[src/rtl/multicycle_ctrl.sv]
// -----------------------------------------------------------------------------
// multicycle_ctrl
//
// Control FSM for a multicycle RV32I core. It runs one instruction at a time
// through the shared execute unit: fetch, decode, ALU/branch-compare, memory
// and writeback. It drives the execute unit's alu_ctrl code, the datapath mux
// selects and every write strobe.
//
// Ports
//   clk          clock, all state changes on the rising edge
//   rst          synchronous active-high reset; all outputs forced to 0
//   instr        instruction register contents (valid from DECODE onward)
//   br_en        branch-compare result from the execute unit
//   mem_ready    memory completes the current request this cycle
//   mem_req      memory request, held until mem_ready
//   mem_we       request is a store (qualified by mem_req)
//   mem_addr_sel memory address mux: 0 pc, 1 alu_out
//   ir_we        load the instruction register from mem_rdata
//   pc_we        update pc (exactly one pulse per retired instruction)
//   pc_sel       0 pc+4, 1 alu_out, 2 alu_out & ~1
//   alu_a_sel    0 rs1, 1 pc, 2 zero
//   alu_b_sel    0 rs2, 1 imm
//   alu_ctrl     execute-unit operation code
//   rf_we        register-file write
//   wb_sel       0 alu_out, 1 mem_rdata, 2 pc+4
//   halted       FSM is in HALT
//   trap_cause   0 none, 1 illegal instruction, 2 memory timeout (sticky)
// -----------------------------------------------------------------------------
module multicycle_ctrl #(
  parameter int unsigned TIMEOUT_CYCLES = 0,
  parameter bit          HALT_ON_EBREAK = 1'b1
) (
  input  logic        clk,
  input  logic        rst,
  input  logic [31:0] instr,
  input  logic        br_en,
  input  logic        mem_ready,
  output logic        mem_req,
  output logic        mem_we,
  output logic        mem_addr_sel,
  output logic        ir_we,
  output logic        pc_we,
  output logic [1:0]  pc_sel,
  output logic [1:0]  alu_a_sel,
  output logic [1:0]  alu_b_sel,
  output logic [3:0]  alu_ctrl,
  output logic        rf_we,
  output logic [1:0]  wb_sel,
  output logic        halted,
  output logic [1:0]  trap_cause
);

  typedef enum logic [2:0] {
    S_FETCH,
    S_DECODE,
    S_EXEC,
    S_BR_TGT,
    S_MEM,
    S_WB,
    S_HALT,
    S_TRAP
  } state_t;

  // Major opcodes
  localparam logic [6:0] OPC_LUI    = 7'b0110111;
  localparam logic [6:0] OPC_AUIPC  = 7'b0010111;
  localparam logic [6:0] OPC_JAL    = 7'b1101111;
  localparam logic [6:0] OPC_JALR   = 7'b1100111;
  localparam logic [6:0] OPC_BRANCH = 7'b1100011;
  localparam logic [6:0] OPC_LOAD   = 7'b0000011;
  localparam logic [6:0] OPC_STORE  = 7'b0100011;
  localparam logic [6:0] OPC_OP_IMM = 7'b0010011;
  localparam logic [6:0] OPC_OP     = 7'b0110011;
  localparam logic [6:0] OPC_FENCE  = 7'b0001111;
  localparam logic [6:0] OPC_SYSTEM = 7'b1110011;

  localparam logic [31:0] INSN_ECALL  = 32'h0000_0073;
  localparam logic [31:0] INSN_EBREAK = 32'h0010_0073;

  // Execute-unit codes for arithmetic/logic operations
  localparam logic [3:0] ALU_ADD  = 4'd0;
  localparam logic [3:0] ALU_SUB  = 4'd1;
  localparam logic [3:0] ALU_SLL  = 4'd2;
  localparam logic [3:0] ALU_SLT  = 4'd3;
  localparam logic [3:0] ALU_SLTU = 4'd4;
  localparam logic [3:0] ALU_XOR  = 4'd5;
  localparam logic [3:0] ALU_SRL  = 4'd6;
  localparam logic [3:0] ALU_SRA  = 4'd7;
  localparam logic [3:0] ALU_OR   = 4'd8;
  localparam logic [3:0] ALU_AND  = 4'd9;

  // Execute-unit codes for branch compares (same bus, different meaning)
  localparam logic [3:0] BR_BEQ  = 4'd0;
  localparam logic [3:0] BR_BNE  = 4'd1;
  localparam logic [3:0] BR_BLT  = 4'd2;
  localparam logic [3:0] BR_BGE  = 4'd3;
  localparam logic [3:0] BR_BLTU = 4'd4;
  localparam logic [3:0] BR_BGEU = 4'd5;

  localparam logic [1:0] A_RS1  = 2'd0;
  localparam logic [1:0] A_PC   = 2'd1;
  localparam logic [1:0] A_ZERO = 2'd2;
  localparam logic [1:0] B_RS2  = 2'd0;
  localparam logic [1:0] B_IMM  = 2'd1;

  localparam logic [1:0] PC_PLUS4   = 2'd0;
  localparam logic [1:0] PC_ALU     = 2'd1;
  localparam logic [1:0] PC_ALU_JR  = 2'd2;

  localparam logic [1:0] WB_ALU  = 2'd0;
  localparam logic [1:0] WB_MEM  = 2'd1;
  localparam logic [1:0] WB_LINK = 2'd2;

  localparam logic [1:0] CAUSE_NONE    = 2'd0;
  localparam logic [1:0] CAUSE_ILLEGAL = 2'd1;
  localparam logic [1:0] CAUSE_TIMEOUT = 2'd2;

  // The wait timer only has to reach TIMEOUT_CYCLES-1: the cycle on which it
  // holds that value is the last one memory is allowed to answer in.
  localparam bit TIMEOUT_EN = (TIMEOUT_CYCLES != 0);
  localparam int TIMER_W    = (TIMEOUT_CYCLES > 1) ? $clog2(TIMEOUT_CYCLES) : 1;
  localparam logic [TIMER_W-1:0] TIMER_LIMIT =
    TIMER_W'((TIMEOUT_CYCLES > 0) ? (TIMEOUT_CYCLES - 1) : 0);

  // ---------------------------------------------------------------------------
  // State
  // ---------------------------------------------------------------------------
  state_t               state_reg, state_next;
  logic [TIMER_W-1:0]   timer_reg, timer_next;
  logic                 taken_reg, taken_next;
  logic [1:0]           trap_cause_reg, trap_cause_next;

  // ---------------------------------------------------------------------------
  // Instruction decode
  // ---------------------------------------------------------------------------
  logic [6:0] opcode;
  logic [2:0] funct3;
  logic [6:0] funct7;

  assign opcode = instr[6:0];
  assign funct3 = instr[14:12];
  assign funct7 = instr[31:25];

  logic is_lui, is_auipc, is_jal, is_jalr, is_branch, is_load, is_store;
  logic is_op_imm, is_op, is_fence, is_sys_halt;

  assign is_lui    = (opcode == OPC_LUI);
  assign is_auipc  = (opcode == OPC_AUIPC);
  assign is_jal    = (opcode == OPC_JAL);
  assign is_jalr   = (opcode == OPC_JALR);
  assign is_branch = (opcode == OPC_BRANCH);
  assign is_load   = (opcode == OPC_LOAD);
  assign is_store  = (opcode == OPC_STORE);
  assign is_op_imm = (opcode == OPC_OP_IMM);
  assign is_op     = (opcode == OPC_OP);
  assign is_fence  = (opcode == OPC_FENCE);
  // Only the exact ECALL/EBREAK encodings halt; every other SYSTEM encoding
  // decodes as illegal.
  assign is_sys_halt = HALT_ON_EBREAK && ((instr == INSN_ECALL) || (instr == INSN_EBREAK));

  logic illegal;

  always_comb begin
    illegal = 1'b0;
    case (opcode)
      OPC_LUI, OPC_AUIPC, OPC_JAL, OPC_JALR, OPC_FENCE: illegal = 1'b0;
      OPC_BRANCH: illegal = (funct3 == 3'b010) || (funct3 == 3'b011);
      OPC_LOAD:   illegal = (funct3 == 3'b011) || (funct3 == 3'b110) || (funct3 == 3'b111);
      OPC_STORE:  illegal = (funct3 > 3'b010);
      OPC_OP: begin
        if (funct7 == 7'h00)
          illegal = 1'b0;
        else if (funct7 == 7'h20)
          illegal = !((funct3 == 3'b000) || (funct3 == 3'b101));
        else
          illegal = 1'b1;
      end
      OPC_OP_IMM: begin
        // Only the shift-immediates constrain the upper bits; for the rest
        // they are part of the immediate.
        if (funct3 == 3'b001)
          illegal = (funct7 != 7'h00);
        else if (funct3 == 3'b101)
          illegal = (funct7 != 7'h00) && (funct7 != 7'h20);
        else
          illegal = 1'b0;
      end
      OPC_SYSTEM: illegal = !is_sys_halt;
      default:    illegal = 1'b1;
    endcase
  end

  // Operation and operand selects used in EXEC
  logic [3:0] exec_alu_op;
  logic [1:0] exec_a_sel;
  logic [1:0] exec_b_sel;

  always_comb begin
    exec_alu_op = ALU_ADD;
    if (is_op || is_op_imm) begin
      case (funct3)
        // funct7[5] selects SUB only for register-register; for OP-IMM that
        // bit belongs to the immediate.
        3'b000:  exec_alu_op = (is_op && funct7[5]) ? ALU_SUB : ALU_ADD;
        3'b001:  exec_alu_op = ALU_SLL;
        3'b010:  exec_alu_op = ALU_SLT;
        3'b011:  exec_alu_op = ALU_SLTU;
        3'b100:  exec_alu_op = ALU_XOR;
        3'b101:  exec_alu_op = funct7[5] ? ALU_SRA : ALU_SRL;
        3'b110:  exec_alu_op = ALU_OR;
        default: exec_alu_op = ALU_AND;
      endcase
    end else if (is_branch) begin
      case (funct3)
        3'b000:  exec_alu_op = BR_BEQ;
        3'b001:  exec_alu_op = BR_BNE;
        3'b100:  exec_alu_op = BR_BLT;
        3'b101:  exec_alu_op = BR_BGE;
        3'b110:  exec_alu_op = BR_BLTU;
        default: exec_alu_op = BR_BGEU;
      endcase
    end
  end

  always_comb begin
    exec_a_sel = A_RS1;
    exec_b_sel = B_IMM;
    if (is_op || is_branch)
      exec_b_sel = B_RS2;
    if (is_lui)
      exec_a_sel = A_ZERO;
    else if (is_auipc || is_jal)
      exec_a_sel = A_PC;
  end

  // ---------------------------------------------------------------------------
  // Memory wait timer helpers
  // ---------------------------------------------------------------------------
  logic               timer_hit;
  logic [TIMER_W-1:0] timer_inc;

  assign timer_hit = TIMEOUT_EN && (timer_reg == TIMER_LIMIT);
  assign timer_inc = TIMEOUT_EN ? (timer_reg + TIMER_W'(1)) : '0;

  // ---------------------------------------------------------------------------
  // Next state and outputs
  // ---------------------------------------------------------------------------
  always_comb begin
    state_next      = state_reg;
    timer_next      = '0;
    taken_next      = taken_reg;
    trap_cause_next = trap_cause_reg;

    mem_req      = 1'b0;
    mem_we       = 1'b0;
    mem_addr_sel = 1'b0;
    ir_we        = 1'b0;
    pc_we        = 1'b0;
    pc_sel       = PC_PLUS4;
    alu_a_sel    = A_RS1;
    alu_b_sel    = B_RS2;
    alu_ctrl     = ALU_ADD;
    rf_we        = 1'b0;
    wb_sel       = WB_ALU;
    halted       = 1'b0;
    trap_cause   = CAUSE_NONE;

    // Reset forces every output low in the same cycle, so an in-flight
    // memory request is dropped immediately.
    if (!rst) begin
      halted     = (state_reg == S_HALT);
      trap_cause = trap_cause_reg;

      case (state_reg)
        S_FETCH: begin
          mem_req = 1'b1;
          if (mem_ready) begin
            ir_we      = 1'b1;
            state_next = S_DECODE;
          end else if (timer_hit) begin
            state_next      = S_TRAP;
            trap_cause_next = CAUSE_TIMEOUT;
          end else begin
            timer_next = timer_inc;
          end
        end

        S_DECODE: begin
          if (illegal) begin
            state_next      = S_TRAP;
            trap_cause_next = CAUSE_ILLEGAL;
          end else if (is_sys_halt) begin
            state_next = S_HALT;
          end else if (is_fence) begin
            state_next = S_WB;
          end else begin
            state_next = S_EXEC;
          end
        end

        S_EXEC: begin
          alu_ctrl  = exec_alu_op;
          alu_a_sel = exec_a_sel;
          alu_b_sel = exec_b_sel;
          if (is_branch) begin
            // The compare result is only valid now; keep it for WB.
            taken_next = br_en;
            state_next = S_BR_TGT;
          end else if (is_load || is_store) begin
            state_next = S_MEM;
          end else begin
            state_next = S_WB;
          end
        end

        S_BR_TGT: begin
          alu_ctrl   = ALU_ADD;
          alu_a_sel  = A_PC;
          alu_b_sel  = B_IMM;
          state_next = S_WB;
        end

        S_MEM: begin
          mem_req      = 1'b1;
          mem_addr_sel = 1'b1;
          mem_we       = is_store;
          // Keep the address computation selected so alu_out stays stable
          // however long memory stalls.
          alu_ctrl     = ALU_ADD;
          alu_a_sel    = A_RS1;
          alu_b_sel    = B_IMM;
          if (mem_ready) begin
            if (is_store) begin
              // Stores have nothing to write back and retire here.
              pc_we      = 1'b1;
              pc_sel     = PC_PLUS4;
              state_next = S_FETCH;
            end else begin
              state_next = S_WB;
            end
          end else if (timer_hit) begin
            state_next      = S_TRAP;
            trap_cause_next = CAUSE_TIMEOUT;
          end else begin
            timer_next = timer_inc;
          end
        end

        S_WB: begin
          pc_we      = 1'b1;
          state_next = S_FETCH;
          if (is_op || is_op_imm || is_lui || is_auipc) begin
            rf_we  = 1'b1;
            wb_sel = WB_ALU;
          end else if (is_load) begin
            rf_we  = 1'b1;
            wb_sel = WB_MEM;
          end else if (is_jal || is_jalr) begin
            rf_we  = 1'b1;
            wb_sel = WB_LINK;
          end
          if (is_jal || (is_branch && taken_reg))
            pc_sel = PC_ALU;
          else if (is_jalr)
            pc_sel = PC_ALU_JR;
          else
            pc_sel = PC_PLUS4;
        end

        S_HALT, S_TRAP: begin
          state_next = state_reg;
        end

        default: begin
          state_next = S_FETCH;
        end
      endcase
    end
  end

  always_ff @(posedge clk) begin
    if (rst) begin
      state_reg      <= S_FETCH;
      timer_reg      <= '0;
      taken_reg      <= 1'b0;
      trap_cause_reg <= CAUSE_NONE;
    end else begin
      state_reg      <= state_next;
      timer_reg      <= timer_next;
      taken_reg      <= taken_next;
      trap_cause_reg <= trap_cause_next;
    end
  end

endmodule
[config.mk]
export PLATFORM = sky130hd
export DESIGN_NAME = multicycle_ctrl
export DESIGN_NICKNAME = d
export VERILOG_FILES = /design/src/rtl/multicycle_ctrl.sv
export SDC_FILE = /design/constraint.sdc
export NUM_CORES = 1
export LEC_CHECK = 0
export CAP_MARGIN = 25
export CORE_MARGIN = 2
export CORE_UTILIZATION = 37
export CTS_CLUSTER_SIZE = 12
export DETAILED_ROUTE_END_ITERATION = 8
export PLACE_DENSITY = 0.78
export SYNTH_ARGS = -nofsm -noshare
export SYNTH_HDL_FRONTEND = slang
export SYNTH_SLANG_ARGS = --single-unit
[constraint.sdc]
create_clock -name clk -period 2.2 [get_ports clk]
set_input_delay 0.44 -clock clk [delete_from_list [all_inputs] [get_ports clk]]
set_output_delay 0.44 -clock clk [all_outputs]
set_load 0.05 [all_outputs]
==> summary.txt, run 1 <==
synth top area cells - dfxtp_1 (11%), nor2_1 (8.9%), nand2_1 (8.5%), a21oi_1 (7.6%), nor4_1 (6.1%)
combinational family with the most area after synthesis - simple AND/OR/NAND/NOR gates
EDFF count, synth - 0
Async SR Flop Fraction - 0%
Post-Syn Area - 923 µm²
Unique masters post-synth - 43
total CTS buffers - 3
clock sink total - 5
Post-synth top flop - dfxtp_1
dpl hpwl - 3610 µm
status - stopped before the end
synthesized-area fraction occupied by adder cells - 0%
Post-synth top cells - nor2_1 (22), nand2_1 (21), a21oi_1 (14)
die extent in y - 54.0 µm
Die Width - 54.0 µm
total track usage - 72.4%
Yosys Warn Count - 0
#FFs+latches synth - 5
root buffer cell - clkbuf_4
Syn Area/Cell - 6.04 µm²
Tool Error - [ERROR GRT-0232] Routing congestion too high. Check the congestion heatmap in the GUI.
grt ovf - 19
complex-gate fraction of the synthesized area - 27.6%
IO Port Bufs - 53
largest net degree at the start of global routing - 13
Routability Congestion - 0.919
top-count cell post-synth - nor2_1
Cells after Synth - 153
Post-Synth XOR/XNOR Area - 1.90%
WEP type - output port
post-synth top area share - 10.8%
simple-gate share of the synthesized area - 46.5%
num rows - 18
multiplexer share of the synthesized area - 1.08%
maximum root-to-sink buffer count - 2
Stop stage - global routing
# IOs - 57
Initial Util - 38.3%
htree depth - 1
Worst EP post-GRT repair - pc_sel[0]
Yosys top cell by area - dfxtp_1
total placed instance area - 2100 µm²
sequential area share after synthesis - 10.8%
metrics by stage:
stage	setup WS (ps)	hold WS (ps)	TNS, ps	cells
after detailed placement	-420	517	-5110	276
after global placement	-319	504	-3810	276
after CTS	-24.3	551	-53.5	283
after floorplan	-444	460	-962	154
timing repair:
| action | CTS |
|---|---|
| endpoints found under the setup margin | 17 |
| gates resized for setup | 43 |
| hold buffers | 0 |
| pin swaps | 10 |
| buffers inserted | 3 |
kinds of logic after synthesis:
family	Yosys count
simple gates	85
xor+xnor	2
compound gates	39
buf+inv	20
mux	1
other cells	1
flops	5
metal layers:
metal  GRT overflow  track usage, %
met5              0               0
met1              0            70.6
met4             11            81.2
met3              0            53.9
met2              8            90.9
==> run 2, diff against run 1 <==
--- a/config.mk
+++ b/config.mk
@@ -6,11 +6,10 @@
 export NUM_CORES = 1
 export LEC_CHECK = 0
 export CAP_MARGIN = 25
-export CORE_MARGIN = 2
-export CORE_UTILIZATION = 37
-export CTS_CLUSTER_SIZE = 12
+export CORE_AREA = 2 2 63 65
 export DETAILED_ROUTE_END_ITERATION = 8
-export PLACE_DENSITY = 0.78
+export DIE_AREA = 0 0 65 67
+export PLACE_DENSITY_LB_ADDON = 0.15
 export SYNTH_ARGS = -nofsm -noshare
 export SYNTH_HDL_FRONTEND = slang
 export SYNTH_SLANG_ARGS = --single-unit
==> run 2 against run 1 <==
The flow now finishes without violations. Synthesized cell count is the same. Synthesized area is the same.
==> summary.txt, run 2 <==
Async SR Flop Fraction - 0% (unchanged)
Clk Latency, worst-skew pair - 220 ps
root buffer cell - clkbuf_8
routed length per instance - 13.0 µm
cells along the critical path - buf_6 -> nand4bb_1 -> buf_6 -> buf_6 -> nor3_4 -> nand2_1 -> a21oi_2 -> a31oi_2 -> nor2_4 -> buf_12
simple-gate share of the synthesized area - 46.5% (unchanged)
multiplexer share of the synthesized area - 1.08% (unchanged)
synthesized-area fraction occupied by adder cells - 0% (unchanged)
Post-Place Cells - 292 (+5.8%)
period utilization - 97.7%
#FFs+latches synth - 5 (unchanged)
Non-Filler Instances - 300
Yosys top cell by area - dfxtp_1
RSZ-0062 raised after global routing - yes
Slowest-stage cell, CP - nand4bb_1
die extent in y - 67 µm (+24%)
commonest non-fill, non-tap cell in the layout - buf_4
Worst setup EP type - primary output
fraction of layout cells with a size suffix above 1 - 47.2%
DRT iter0 DRCs - 111
total placed instance area - 2110 µm² (+0.36%)
Setup TNS - 0 ps
vias - 1493
maximum root-to-sink buffer count - 2 (unchanged)
min Tclk post-route - 2150 ps
worst hold slack - 544 ps
first-pass GRT wire length - 6460 µm
reg2reg start - state_reg[1]
dpl hpwl - 3100 µm (-14%)
fin util - 63.0%
Hold Startpoint - taken_reg
num rows - 22 (+4)
grt ovf - 0
CP required - 1760 ps
top-count cell post-synth - nor2_1
Unique masters post-synth - 43 (unchanged)
number of global-route vias before repair - 1463
CP most frequent cell - buf_6
Yosys Warn Count - 0 (unchanged)
FF/Latch Area - 103 µm²
combinational family with the most area after synthesis - simple AND/OR/NAND/NOR gates
max incr delay on CP - 200 ps
CP max FO - 5
htree depth - 1 (unchanged)
Final Max Tran Viols - 0
drt total wl - 3900 µm
Post-Synth XOR/XNOR Area - 1.90% (unchanged)
DP Worst Slack - -325 ps (+96.0 ps)
Syn Area/Cell - 6.04 µm² (unchanged)
FF-to-FF End - state_reg[0]
Post-synth top cells - nor2_1 (22), nand2_1 (21), a21oi_1 (14)
Post-Syn Area - 923 µm² (unchanged)
LEAKAGE - 0.919 nW
crit-path leading delay family - simple AND/OR/NAND/NOR gates
worst setup margin - 49.5 ps
Tot Pwr - 0.735 mW
Core Region - 3610 µm²
initial antenna violation count - 0
Routability Congestion - 0.907 (-1.2%)
critical path class - input port to primary output
DRT Pass-1 Iters - 4
CTS tree - done
Post-synth top flop - dfxtp_1
complex-gate fraction of the synthesized area - 27.6% (unchanged)
total CTS buffers - 3 (unchanged)
Setup Skew - 4.61 ps
n_diodes - 0
synth top area cells - dfxtp_1 (11%), nor2_1 (8.9%), nand2_1 (8.5%), a21oi_1 (7.6%), nor4_1 (6.1%)
final instance area - 2270 µm²
# IOs - 57 (unchanged)
clock sink total - 5 (unchanged)
IO Port Bufs - 53 (unchanged)
Die Width - 65 µm (+20%)
Data arrival, critical path - 1710 ps
hold endpoint - taken_reg
reg2reg setup slack - 800 ps
CP bufs+invs - 4
Antenna Violating Nets Remaining - 0
PD cells - 324 nW/µm²
final hold violation count - 0
depth of the worst register-to-register path - 5
EDFF count, synth - 0 (unchanged)
Final setup viols - 0
FILL cells - 328
Fmax - 465 MHz
status - finished clean
Synth-to-Final Area Change - 146%
Multi-input gate area - 908 µm²
vias per std cell - 4.98
Max Cap Viol - 0
die area - 4360 µm²
Cells after Synth - 153 (unchanged)
DRC viols - 0
largest net degree at the start of global routing - 12
sequential area share after synthesis - 10.8% (unchanged)
max FFs per register - 3
nets - 289
worst hold stages - 2
Initial Util - 25.6% (-13 points)
startpoint types - input port
worst hold-check path type - flip-flop to flip-flop
total track usage - 18.7%
VDD IR-drop max - 366 µV
most frequent cells in the layout - buf_4 (49), clkdlybuf4s50_1 (23), nand2_1 (20), buf_12 (19), nor2_1 (18)
Reg clk slew, reported paths - 30 ps
post-synth top area share - 10.8% (unchanged)
-- run 2: cell counts after synthesis --
Identical to the previous run, type by type.
-- run 2: worst min-delay path, cell delays in order, from the launching register on --
cell and delay, ps:
dfxtp_1 320, mux2i_1 130, nor2_1 50
-- run 2: metal layers --
| metal | GRT usage (%) | part of all wire [%] | vias to the layer above | wire, µm |
|---|---|---|---|---|
| met4 | 6.38 | 0.36 | 0 | 14 |
| met5 | 0 | 0 | - | 0 |
| met3 | 3.38 | 6.3 | 4 | 247 |
| li1 | - | - | 752 | - |
| met1 | 22.8 | 44 | 672 | 1730 |
| met2 | 33.0 | 49 | 65 | 1910 |
-- run 2: logic make-up (layout without fill, tap and decap cells) --
family,count (synthesis),count (layout)
other cells,1,2
mux,1,1
buf+inv,20,118
compound gates,39,39
flops,5,5
xor+xnor,2,2
simple gates,85,85
-- run 2: worst max-delay path by stage --
stage | start | to | slack [ps] | cells past startpoint
after floorplan | state_reg[0] | pc_sel[0] | -440 | 5
after global placement | instr[3] | alu_ctrl[2] | -300 | 6
after detailed placement | instr[3] | alu_ctrl[2] | -320 | 6
after CTS | instr[2] | alu_ctrl[2] | 5 | 6
after global routing | instr[2] | alu_ctrl[1] | -60 | 10
final | instr[2] | alu_ctrl[1] | 50 | 10
-- run 2: power breakdown --
group          internal (mW)  switching (mW)
clock                  0.125          0.0465
combinational          0.216           0.227
sequential             0.106          0.0151
total                  0.446           0.289
-- run 2: layout make-up --
type / count / area share (%)
Timing Repair Buffer: 107 / 49.7
Multi-Input combinational cell: 129 / 40.0
Sequential cell: 5 / 4.52
Tap cell: 48 / 2.64
Clock buffer: 4 / 1.98
Inverter: 7 / 1.16
-- run 2: timing repair --
item                                    in CTS  in global routing
setup buffers                                3                  1
endpoints found under the setup margin      15                 13
gates resized for setup                     34                 17
hold buffers                                 0                  0
pin swaps                                    5                 11
(Power assumes the default switching activity.)
